**src/rtl/hamming74_pkg.sv**
```systemverilog
// Hamming(7,4) shared definitions: code layout, encode/syndrome helpers and
// the transmit shift-register command set used by the serial encoder.
package hamming74_pkg;

  localparam int CODE_W = 7;
  localparam int DATA_W = 4;

  // Data bits sit at 0,1,2,4; parity bits at 3,5,6.
  localparam logic [2:0] D0_POS = 3'd0;
  localparam logic [2:0] D1_POS = 3'd1;
  localparam logic [2:0] D2_POS = 3'd2;
  localparam logic [2:0] D3_POS = 3'd4;
  localparam logic [2:0] P0_POS = 3'd3;
  localparam logic [2:0] P1_POS = 3'd5;
  localparam logic [2:0] P2_POS = 3'd6;

  typedef enum logic [1:0] {TX_CLR, TX_LOAD, TX_SHIFT, TX_GAP} tx_cmd_t;

  typedef struct packed {
    logic [DATA_W-1:0] data;
    logic              inj;
    logic [2:0]        pos;
  } tx_req_t;

  function automatic logic [CODE_W-1:0] hamming74_encode(input logic [DATA_W-1:0] d);
    logic [CODE_W-1:0] c;
    c         = '0;
    c[D0_POS] = d[0];
    c[D1_POS] = d[1];
    c[D2_POS] = d[2];
    c[D3_POS] = d[3];
    c[P0_POS] = d[2] ^ d[1] ^ d[0];
    c[P1_POS] = d[3] ^ d[1] ^ d[0];
    c[P2_POS] = d[3] ^ d[2] ^ d[0];
    return c;
  endfunction

  // Zero for every valid codeword.
  function automatic logic [2:0] hamming74_syndrome(input logic [CODE_W-1:0] c);
    return {c[P0_POS] ^ c[D2_POS] ^ c[D1_POS] ^ c[D0_POS],
            c[P1_POS] ^ c[D3_POS] ^ c[D1_POS] ^ c[D0_POS],
            c[P2_POS] ^ c[D3_POS] ^ c[D2_POS] ^ c[D0_POS]};
  endfunction

  // Position 7 is the "no flip" code.
  function automatic logic [CODE_W-1:0] flip_mask(input logic inj, input logic [2:0] pos);
    return (inj && pos != 3'd7) ? (CODE_W'(1) << pos) : '0;
  endfunction

endpackage

```
**src/rtl/hamming74_shift_tx.sv**
```systemverilog
// 7-bit load/shift register with bit counter; bit_out is the registered serial line.
module hamming74_shift_tx import hamming74_pkg::*; #(
  parameter logic IDLE_LEVEL = 1'b0
) (
  input  logic              clk,
  input  logic              rst,
  input  logic              ena,
  input  tx_cmd_t           cmd,
  input  logic [CODE_W-1:0] word,
  output logic              bit_out,
  output logic [2:0]        cnt
);

  logic [CODE_W-1:0] sreg;

  // Load puts c0 straight on the line and keeps the rest queued, LSB first.
  always_ff @(posedge clk) begin
    if (rst) begin
      sreg    <= '0;
      cnt     <= '0;
      bit_out <= IDLE_LEVEL;
    end else if (ena) begin
      unique case (cmd)
        TX_LOAD: begin
          sreg    <= {1'b0, word[CODE_W-1:1]};
          bit_out <= word[0];
          cnt     <= '0;
        end
        TX_SHIFT: begin
          sreg    <= {1'b0, sreg[CODE_W-1:1]};
          bit_out <= sreg[0];
          cnt     <= cnt + 3'd1;
        end
        TX_GAP: begin
          sreg    <= '0;
          bit_out <= IDLE_LEVEL;
          cnt     <= cnt + 3'd1;
        end
        default: begin
          sreg    <= '0;
          bit_out <= IDLE_LEVEL;
          cnt     <= '0;
        end
      endcase
    end
  end

endmodule

```
**src/rtl/hamming74_serial_encoder.sv**
```systemverilog
// Hamming(7,4) serial transmitter: valid/ready nibble intake, 7 code bits LSB
// first, then GAP_CYCLES idle bits; optional single-bit error injection.
module hamming74_serial_encoder import hamming74_pkg::*; #(
  parameter int   GAP_CYCLES = 1,
  parameter logic IDLE_LEVEL = 1'b0
) (
  input  logic              clk,
  input  logic              rst,
  input  logic              ena,
  input  logic [DATA_W-1:0] data_in,
  input  logic              data_valid,
  output logic              data_ready,
  input  logic              err_inject,
  input  logic [2:0]        err_pos,
  output logic              encode_out,
  output logic              frame_start,
  output logic              busy
);

  typedef enum logic [1:0] {IDLE, SEND, GAP} state_t;

  localparam logic [2:0] SEND_LAST = 3'(CODE_W - 1);
  localparam logic [2:0] GAP_LAST  = 3'(GAP_CYCLES - 1);

  state_t            state;
  tx_req_t           req;
  tx_cmd_t           cmd;
  logic [CODE_W-1:0] word;
  logic [2:0]        cnt;
  logic              gap_last, ready_st, accept;

  assign req        = '{data: data_in, inj: err_inject, pos: err_pos};
  assign word       = hamming74_encode(req.data) ^ flip_mask(req.inj, req.pos);
  assign gap_last   = (state == GAP) && (cnt == GAP_LAST);
  assign ready_st   = (state == IDLE) || gap_last;
  assign data_ready = ena && !rst && ready_st;
  assign accept     = data_valid && data_ready;

  always_comb begin
    cmd = TX_CLR;
    unique case (state)
      IDLE:    cmd = accept ? TX_LOAD : TX_CLR;
      SEND:    cmd = (cnt == SEND_LAST) ? TX_CLR : TX_SHIFT;
      GAP:     cmd = accept ? TX_LOAD : (gap_last ? TX_CLR : TX_GAP);
      default: cmd = TX_CLR;
    endcase
  end

  always_ff @(posedge clk) begin
    if (rst) begin
      state       <= IDLE;
      frame_start <= 1'b0;
      busy        <= 1'b0;
    end else if (ena) begin
      frame_start <= accept;
      unique case (state)
        IDLE: if (accept) begin
          state <= SEND;
          busy  <= 1'b1;
        end
        SEND: if (cnt == SEND_LAST) state <= GAP;
        GAP: begin
          if (accept) begin
            state <= SEND;
          end else if (gap_last) begin
            state <= IDLE;
            busy  <= 1'b0;
          end
        end
        default: begin
          state <= IDLE;
          busy  <= 1'b0;
        end
      endcase
    end
  end

  hamming74_shift_tx #(.IDLE_LEVEL(IDLE_LEVEL)) u_shift (
    .clk     (clk),
    .rst     (rst),
    .ena     (ena),
    .cmd     (cmd),
    .word    (word),
    .bit_out (encode_out),
    .cnt     (cnt)
  );

endmodule

```
**config.mk**
```make
export PLATFORM = sky130hd
export DESIGN_NAME = hamming74_serial_encoder
export DESIGN_NICKNAME = d
export VERILOG_FILES = /design/src/rtl/hamming74_pkg.sv /design/src/rtl/hamming74_shift_tx.sv /design/src/rtl/hamming74_serial_encoder.sv
export SDC_FILE = /design/constraint.sdc
export NUM_CORES = 1
export LEC_CHECK = 0
export ABC_AREA = 1
export CORE_MARGIN = 2
export CORE_UTILIZATION = 56
export DETAILED_ROUTE_END_ITERATION = 16
export PLACE_DENSITY = 0.88
export SLEW_MARGIN = 20
export SYNTH_ARGS = -nofsm -noshare
export SYNTH_HDL_FRONTEND = slang
export SYNTH_SLANG_ARGS = --single-unit
```
**constraint.sdc**
```tcl
create_clock -name clk -period 4 [get_ports clk]
set_clock_uncertainty 0.2 [all_clocks]
set_input_delay 1 -clock clk [delete_from_list [all_inputs] [get_ports clk]]
set_output_delay 1 -clock clk [all_outputs]
set_load 0.03 [all_outputs]
```
# Word-level counts from Yosys, hierarchy flattened
# Cells that the tools add are included.
# Widths: inputs -> output; s select.
[totals] regBits=15 out_inout_bits=4 wordCells=58
[classes] n_addsub=1 n_eq_ne=12 n_shift=1 mux=18 bitwise_logic=8 n_reduce_logical=12
[op_table] op="$mux 2" count=7
[op_table] op="$pmux 2 s3" count=2
[op_table] op="$pmux 6 s2" count=1
[op_table] op="$ne 2x2->1 const B" count=4
[op_table] op="$mux 7" count=1
[op_table] op="$shl 1x3->7 const A" count=1
[op_table] op="$xor 7x7->7" count=1
[op_table] op="$eq 2x2->1 const B" count=3
[op_table] op="$ne 3x3->1 const B" count=2
[op_table] op="$xor 1x1->1" count=6
[op_table] op="$logic_and 1x1->1" count=5
[op_table] op="$reduce_and 5->1" count=1
[op_table] op="$eq 2x1->1 const B" count=2
[op_table] op="$mux 1" count=4
[op_table] op="$reduce_and 4->1" count=1
[op_table] op="$add 3x1->3 const B" count=1
[op_table] op="$eq 3x3->1 const B" count=1
[op_table] op="$logic_not 3->1" count=1
[op_table] op="$mux 3" count=1
[op_table] op="$pmux 1 s3" count=1
[op_table] op="$logic_not 2->1" count=1
[op_table] op="$pmux 1 s2" count=1
[op_table] op="$reduce_or 2->1" count=1
[op_table] op="$logic_not 1->1" count=1
[op_table] op="2 further kinds" count=2

# Logic depth before layout (Yosys ltp)
# Gate-level depths: netlist of the first run.
[logic_depth] word_depth=10 depth_mapped=12 depth_no_buf=12

# Modules after synthesis
# From an unflattened synthesis of the first run, not the netlist that was laid out.
[unflattened] cells_unflattened=150 hier_area_um2=994.7
[modules_own_cells] module="hamming74_shift_tx" n_inst=1 cells_per_inst=78 area_per_inst_um2=550.5
[modules_own_cells] module="hamming74_serial_encoder" n_inst=1 cells_per_inst=72 area_per_inst_um2=444.2

# Least setup slack after synthesis of the first run
# OpenSTA, ideal clock, no wires.
[synth_timing] path_kind="input -> output" from="input ena" to="output data_ready" arrival_time_ns=1.453 path_slack_ns=1.347 stages=3 cell_sequence="inv_2 > nor2_2 > o21a_1"
[synth_between] elab_chain_cells=2
[synth_lines] item="start, declared" line="hamming74_serial_encoder.sv:9" text="input logic ena,"
[synth_lines] item="$logic_and 1x1->1 (2 in series)" line="hamming74_serial_encoder.sv:36" text="assign data_ready = ena && !rst && ready_st;"
[synth_lines] item="end, declared" line="hamming74_serial_encoder.sv:12" text="output logic data_ready,"
# No other way between the ends.

# Final worst setup path of the first run
# Same ends and word-level chain as after synthesis.

==> results of run 1 <==
## flip-flops by register name (all words and copies together) (netlist names)
register         count
frame_start          1
u_shift.bit_out      1
u_shift.cnt          3
busy                 1
state                2
u_shift.sreg         6
## power by group through the flow
stage	sequential, uW	clock [uW]	combinational, uW
after global routing	148	86.0	99.0
after detailed placement	151	0	87.1
after floorplan	152	0	52.9
after CTS	147	80.6	88.1
final	147	79.3	88.6
after global placement	150	0	83.6
## layer usage
layer	global-route usage [%]	wire (um)
met1	30.9	1070
met2	43.6	1140
met3	5.88	78
met4	5.14	20
met5	0	0
## metrics by stage
| step | utilization, % | worst slack, ns | std cells | power [uW] | area [um2] |
|---|---|---|---|---|---|
| 4_1_cts | 71.3 | 0.305 | 211 | 316 | 1220 |
| 2_1_floorplan | - | 1.35 | 167 | 205 | 1000 |
| 6_report | 71.3 | 0.311 | 211 | 315 | 1220 |
| 3_5_place_dp | 70.0 | 0.309 | 208 | 238 | 1190 |
| 3_3_place_gp | 70.0 | 0.348 | 208 | 234 | 1190 |
| 5_1_grt | 71.3 | 0.262 | 211 | 333 | 1220 |
## logic make-up (layout without fill, tap and decap cells)
group,count (synthesis),in the layout,synth area share [%]
AOI/OAI and AO/OA,25,25,14.9
adders and majority gates,6,6,7.51
buffers and inverters,26,45,9.89
DFF,14,14,28.0
and+or+nand+nor,96,96,39.7
## worst max-delay path, delay by kind of cell
| kind | cells | cell delay (ns) |
|---|---|---|
| buf+inv | 3 | 1.20 |
| compound gates | 1 | 0.14 |
| simple gates | 1 | 0.15 |
## cell usage in the layout (no fill, tap or decap), types with 2 or more instances in the layout
master,count
nand2_1,64
inv_1,20
nand3_1,17
clkdlybuf4s50_1,15
dfxtp_1,14
a21oi_1,12
nor2_1,9
o21ai_0,6
ha_1,6
nor2_2,4
inv_2,4
clkbuf_4,3
buf_4,3
a21oi_2,2
nand4_1,2
## cell type report
class | count | area, um2
Sequential cell | 14 | 280
Inverter | 24 | 90.1
Clock buffer | 3 | 22.5
Multi-Input combinational cell | 127 | 621
Tap cell | 25 | 31.3
Timing Repair Buffer | 18 | 173
Fill cell | 141 | 490
## final timing paths
check	end	slack (ns)	from
max	data_ready	0.31	ena
min	u_shift.sreg[3]$_SDFFE_PP0P_	0.27	u_shift.sreg[3]$_SDFFE_PP0P_
max reg2reg	u_shift.sreg[5]$_SDFFE_PP0P_	1.75	u_shift.cnt[0]$_SDFFE_PP0P_
min reg2reg	u_shift.sreg[3]$_SDFFE_PP0P_	0.27	u_shift.sreg[3]$_SDFFE_PP0P_
==> results.tsv, run 1 <==
stage	metric	value	unit
critical_path	cp_slowest_stage_delay	0.66	ns
status	status	finished, final reports clean	
power_and_ir_drop	p_int	213	uW
route	first_pass_iters	4	
critical_path	critical_path_required	2.80	ns
cts	cts_resized	0	
floorplanning	fp.dieH	46.3	um
cts	cts_tree	done	
cts	clkSinkCount	14	
floorplanning	rows	15	
cts	cts-root-buf	clkbuf_4	
floorplanning	core_area	1710	um2
critical_path	path_cells	clkdlybuf4s50_1 > inv_2 > nor2_2 > o21a_1 > clkdlybuf4s50_1	
global_route	grt_max_degree	13	
logic_synthesis	syn-num-nets	185	
logic_synthesis	synth-async-reset-ratio	0	%
critical_path	crit_slowest_cell	clkdlybuf4s50_1	
power_and_ir_drop	leakage	0.000552	uW
critical_path	arrival	2.49	ns
critical_path	r2r_cells	11	
logic_synthesis	yosys-top-cells-area	dfxtp_1 28%, nand2_1 24%, nand3_1 8.5%	
placed_design	hpwl	1860	um
cts	htreeDepth	1	
cells_and_area	diodes	0	
global_route	grt-ovfl-total	0	
critical_path	crit_type	in2out	
critical_path	startpoint_type	input pin	
cts	postCtsSetupRepairBufs	0	
placed_design	port_buffers	15	
power_and_ir_drop	power.share.sequential	46.8	%
sta	holdWs	0.269	ns
power_and_ir_drop	irDropWorstVdd	0.222	mV
power_and_ir_drop	p_sw_share	32.3	%
cts	cts_buffers	3	
cells_and_area	area_delta_synth_final	21.8	%
logic_synthesis	yosysSeqAreaShare	28.0	%
cts	cts_hold_buf	0	
sta	worst-slew-pin-transition	0.307	ns
sta	drv_slew	0	
sta	relSlewSlack	79.5	%
logic_synthesis	netlist.area_leader.share	28.0	%
logic_synthesis	synthTopCellsByCount	64 x nand2_1, 20 x inv_1, 17 x nand3_1	
logic_synthesis	synth.distinct_cells	19	
global_route	grt_pass1_wl	3890	um
logic_synthesis	synth_top_area_cell	dfxtp_1	
floorplanning	io_pins	16	
global_route	grt_pass1_vias	936	
cts	clock_latency	0.28	ns
critical_path	cp_max_fo	3	
floorplanning	dieArea	2140	um2
logic_synthesis	ys.flop_type	dfxtp_1	
cts	cts_max_path_buffers	2	
route	drc	0	
sta	final_hold_viol_count	0	
global_route	antenna_found_initial	0	
logic_synthesis	synth.avg_cell_area	5.99	um2
sta	rsz0062_at_grt	no	
cells_and_area	layout-drive-gt1-share	9.68	%
power_and_ir_drop	p_sw	102	uW
sta	tns	0	ns
floorplanning	die-width	46.3	um
critical_path	crit_path_frequent_cell	clkdlybuf4s50_1	
logic_synthesis	synth_seq_cells	14	
sta	fin_crit	3.69	ns
cts	clkSlewWorstSetupHoldPaths	0.07	ns
logic_synthesis	synth_cells	167	
route	wl_per_cell	11.0	um
route	avgViaCountPerCell	5.10	
floorplanning	start_util	58.5	%
route	routed_wirelength	2310	um
route	ant_nets	0	
power_and_ir_drop	power_density	259	nW/um2
global_route	groute.usage.overall	25.0	%
placed_design	place_congestion	0.923	
logic_synthesis	synth_most_common_cell	nand2_1	
run	cap_violations	0	
power_and_ir_drop	p_comb_share	28.1	%
critical_path	worstSetupEndpointType	output port	
route	drt_iter0_markers	48	
sta	period_share	92.2	%
logic_synthesis	synth_edf_count	0	
min_path	hold_depth	2	
cells_and_area	nets	206	
logic_synthesis	ys_warn_count	0	
route	num_vias	1076	
sta	finalSetupViolCount	0	
logic_synthesis	syn_area	1000	um2
min_path	min_path_type	reg2reg	
sta	clock.fmax	0.271	GHz
power_and_ir_drop	p_clk_share	25.2	%
Power figures use the tool's default switching activity.
==> run 2, diff against run 1 <==
- PLACE_DENSITY: 0.88 -> 0.81
==> results.tsv, run 2 (synthesized netlist as in run 1, its figures left out) <==
stage	metric	value	unit	change
sta	holdWs	0.267	ns	-0.00212 ns
sta	final_hold_viol_count	0		unchanged
cells_and_area	diodes	0		unchanged
placed_design	port_buffers	15		unchanged
critical_path	startpoint_type	input pin		
cts	cts_hold_buf	0		unchanged
critical_path	r2r_cells	11		unchanged
cells_and_area	design_area	1230	um2	+1.1%
critical_path	worstSetupEndpointType	output port		
cts	clkSinkCount	14		unchanged
cells_and_area	area_delta_synth_final	23.2	%	
route	drt_iter0_markers	23		-52%
cells_and_area	layout_commonest_cell	nand2_1		
sta	worst-slew-pin-transition	0.306	ns	-0.00109 ns
critical_path	worstReg2RegStart	u_shift.cnt[0]$_SDFFE_PP0P_		
cts	cts-root-buf	clkbuf_4		
critical_path	arrival	2.50	ns	about the same
cells_and_area	final_cell_mix	64 x nand2_1, 20 x inv_1, 17 x nand3_1, 15 x clkdlybuf4s50_1, 14 x dfxtp_1		
status	status	finished, final reports clean		
critical_path	crit_start	ena		
global_route	grt-ovfl-total	0		unchanged
placed_design	hpwl	1740	um	-6.5%
global_route	grt_pass1_vias	969		+3.5%
floorplanning	start_util	58.5	%	unchanged
critical_path	cp_max_fo	3		unchanged
route	wl_per_cell	10.2	um	-7.2%
floorplanning	fp.dieH	46.3	um	unchanged
sta	finalSetupViolCount	0		unchanged
floorplanning	io_pins	16		unchanged
critical_path	crit_type	in2out		
sta	tns	0	ns	unchanged
cells_and_area	top_register	u_shift.sreg		
critical_path	endpoint	data_ready		
sta	clock.fmax	0.270	GHz	-0.30%
cts	cts_tree	done		
sta	drv_slew	0		unchanged
placed_design	placed_cell_area	1190	um2	unchanged
cells_and_area	layout-drive-gt1-share	10.2	%	+0.48 points
route	ant_nets	0		unchanged
sta	fin_crit	3.70	ns	+0.0113 ns
route	avgViaCountPerCell	5.15		+0.92%
min_path	min_path_type	reg2reg		
critical_path	r2r_end	u_shift.sreg[5]$_SDFFE_PP0P_		
cts	cts_max_path_buffers	2		unchanged
cts	clock_latency	0.28	ns	about the same
cells_and_area	nets	206		unchanged
floorplanning	rows	15		unchanged
sta	rsz0062_at_grt	no		
cts	clkSlewWorstSetupHoldPaths	0.08	ns	about the same
cts	postCtsSetupRepairBufs	0		unchanged
critical_path	critical_path_required	2.80	ns	about the same
cells_and_area	reg.largest.list	u_shift.sreg (6), u_shift.cnt (3), state (2)		
power_and_ir_drop	power_density	273	nW/um2	+5.4%
sta	period_share	92.5	%	+0.28 points
placed_design	place_congestion	0.877		-5.0%
power_and_ir_drop	irDropWorstVdd	0.193	mV	-13%
global_route	groute.usage.overall	22.4	%	-2.6 points
global_route	grt_max_degree	13		unchanged
route	num_vias	1091		+1.4%
cts	cts_buffers	3		unchanged
cts	htreeDepth	1		unchanged
route	routed_wirelength	2150	um	-6.8%
cts	cts_resized	0		unchanged
route	first_pass_iters	4		unchanged
power_and_ir_drop	leakage	0.000559	uW	+1.3%
global_route	antenna_found_initial	0		unchanged
floorplanning	dieArea	2140	um2	unchanged
run	cap_violations	0		unchanged
route	drc	0		unchanged
floorplanning	core_area	1710	um2	unchanged
min_path	hold_depth	2		unchanged
cells_and_area	largest_register_ffs	6		unchanged
sta	relSlewSlack	79.5	%	about the same
cells_and_area	n_fill_cell	153		+8.5%
floorplanning	die-width	46.3	um	unchanged
critical_path	r2r_slack	1.73	ns	-0.02 ns
global_route	grt_pass1_wl	3460	um	-11%
==> run 2: cell count changes in the layout (fill, tap and decap cells not counted) <==
cell and change:
clkbuf_8 +1
==> run 2: stage by stage <==
stage	utilization (%)	worst slack [ns]	power, uW	instances
after floorplan	-	1.35	205	167
after global placement	70.0	0.329	234	208
after detailed placement	70.0	0.291	237	208
after CTS	72.1	0.286	339	212
after global routing	72.1	0.235	357	212
final	72.1	0.299	336	212
==> run 2: worst max-delay path, cell delays in order <==
cell and delay [ns]:
clkdlybuf4s50_1 0.49, inv_2 0.05, nor2_2 0.14, o21a_1 0.15, clkdlybuf4s50_1 0.66
==> run 2: layout make-up <==
type,instances,area [um2],area share (%)
clock buffer,4,36.3,2.95
inverter,24,90.1,7.32
multi-input combinational,127,621,50.4
sequential,14,280,22.8
tap,25,31.3,2.54
timing repair buffer,18,173,14.0
==> run 2: how the worst min path moves through the flow <==
stage,from,to,slack (ns)
5_1_grt,u_shift.sreg[3]$_SDFFE_PP0P_,u_shift.sreg[3]$_SDFFE_PP0P_,0.28
6_report,u_shift.sreg[1]$_SDFFE_PP0P_,u_shift.sreg[1]$_SDFFE_PP0P_,0.27
4_1_cts,u_shift.sreg[1]$_SDFFE_PP0P_,u_shift.sreg[1]$_SDFFE_PP0P_,0.27
3_5_place_dp,u_shift.sreg[1]$_SDFFE_PP0P_,u_shift.sreg[1]$_SDFFE_PP0P_,0.26
2_1_floorplan,u_shift.sreg[0]$_SDFFE_PP0P_,u_shift.sreg[0]$_SDFFE_PP0P_,0.24
3_3_place_gp,u_shift.bit_out$_SDFFE_PP0P_,u_shift.bit_out$_SDFFE_PP0P_,0.25
==> run 2: routing by layer <==
metal / vias to the layer above / share of wire (%) / GRT usage (%)
li1: 572 / - / -
met1: 494 / 42 / 22.5
met2: 21 / 54 / 41.7
met3: 4 / 2.6 / 5.10
met4: 0 / 1.4 / 12.0
met5: - / 0 / 0
==> run 2: power by group <==
group	total, uW	switching, uW	internal [uW]
clock network	102	46.9	55.4
logic	86.6	52.0	34.6
registers	147	3.40	144
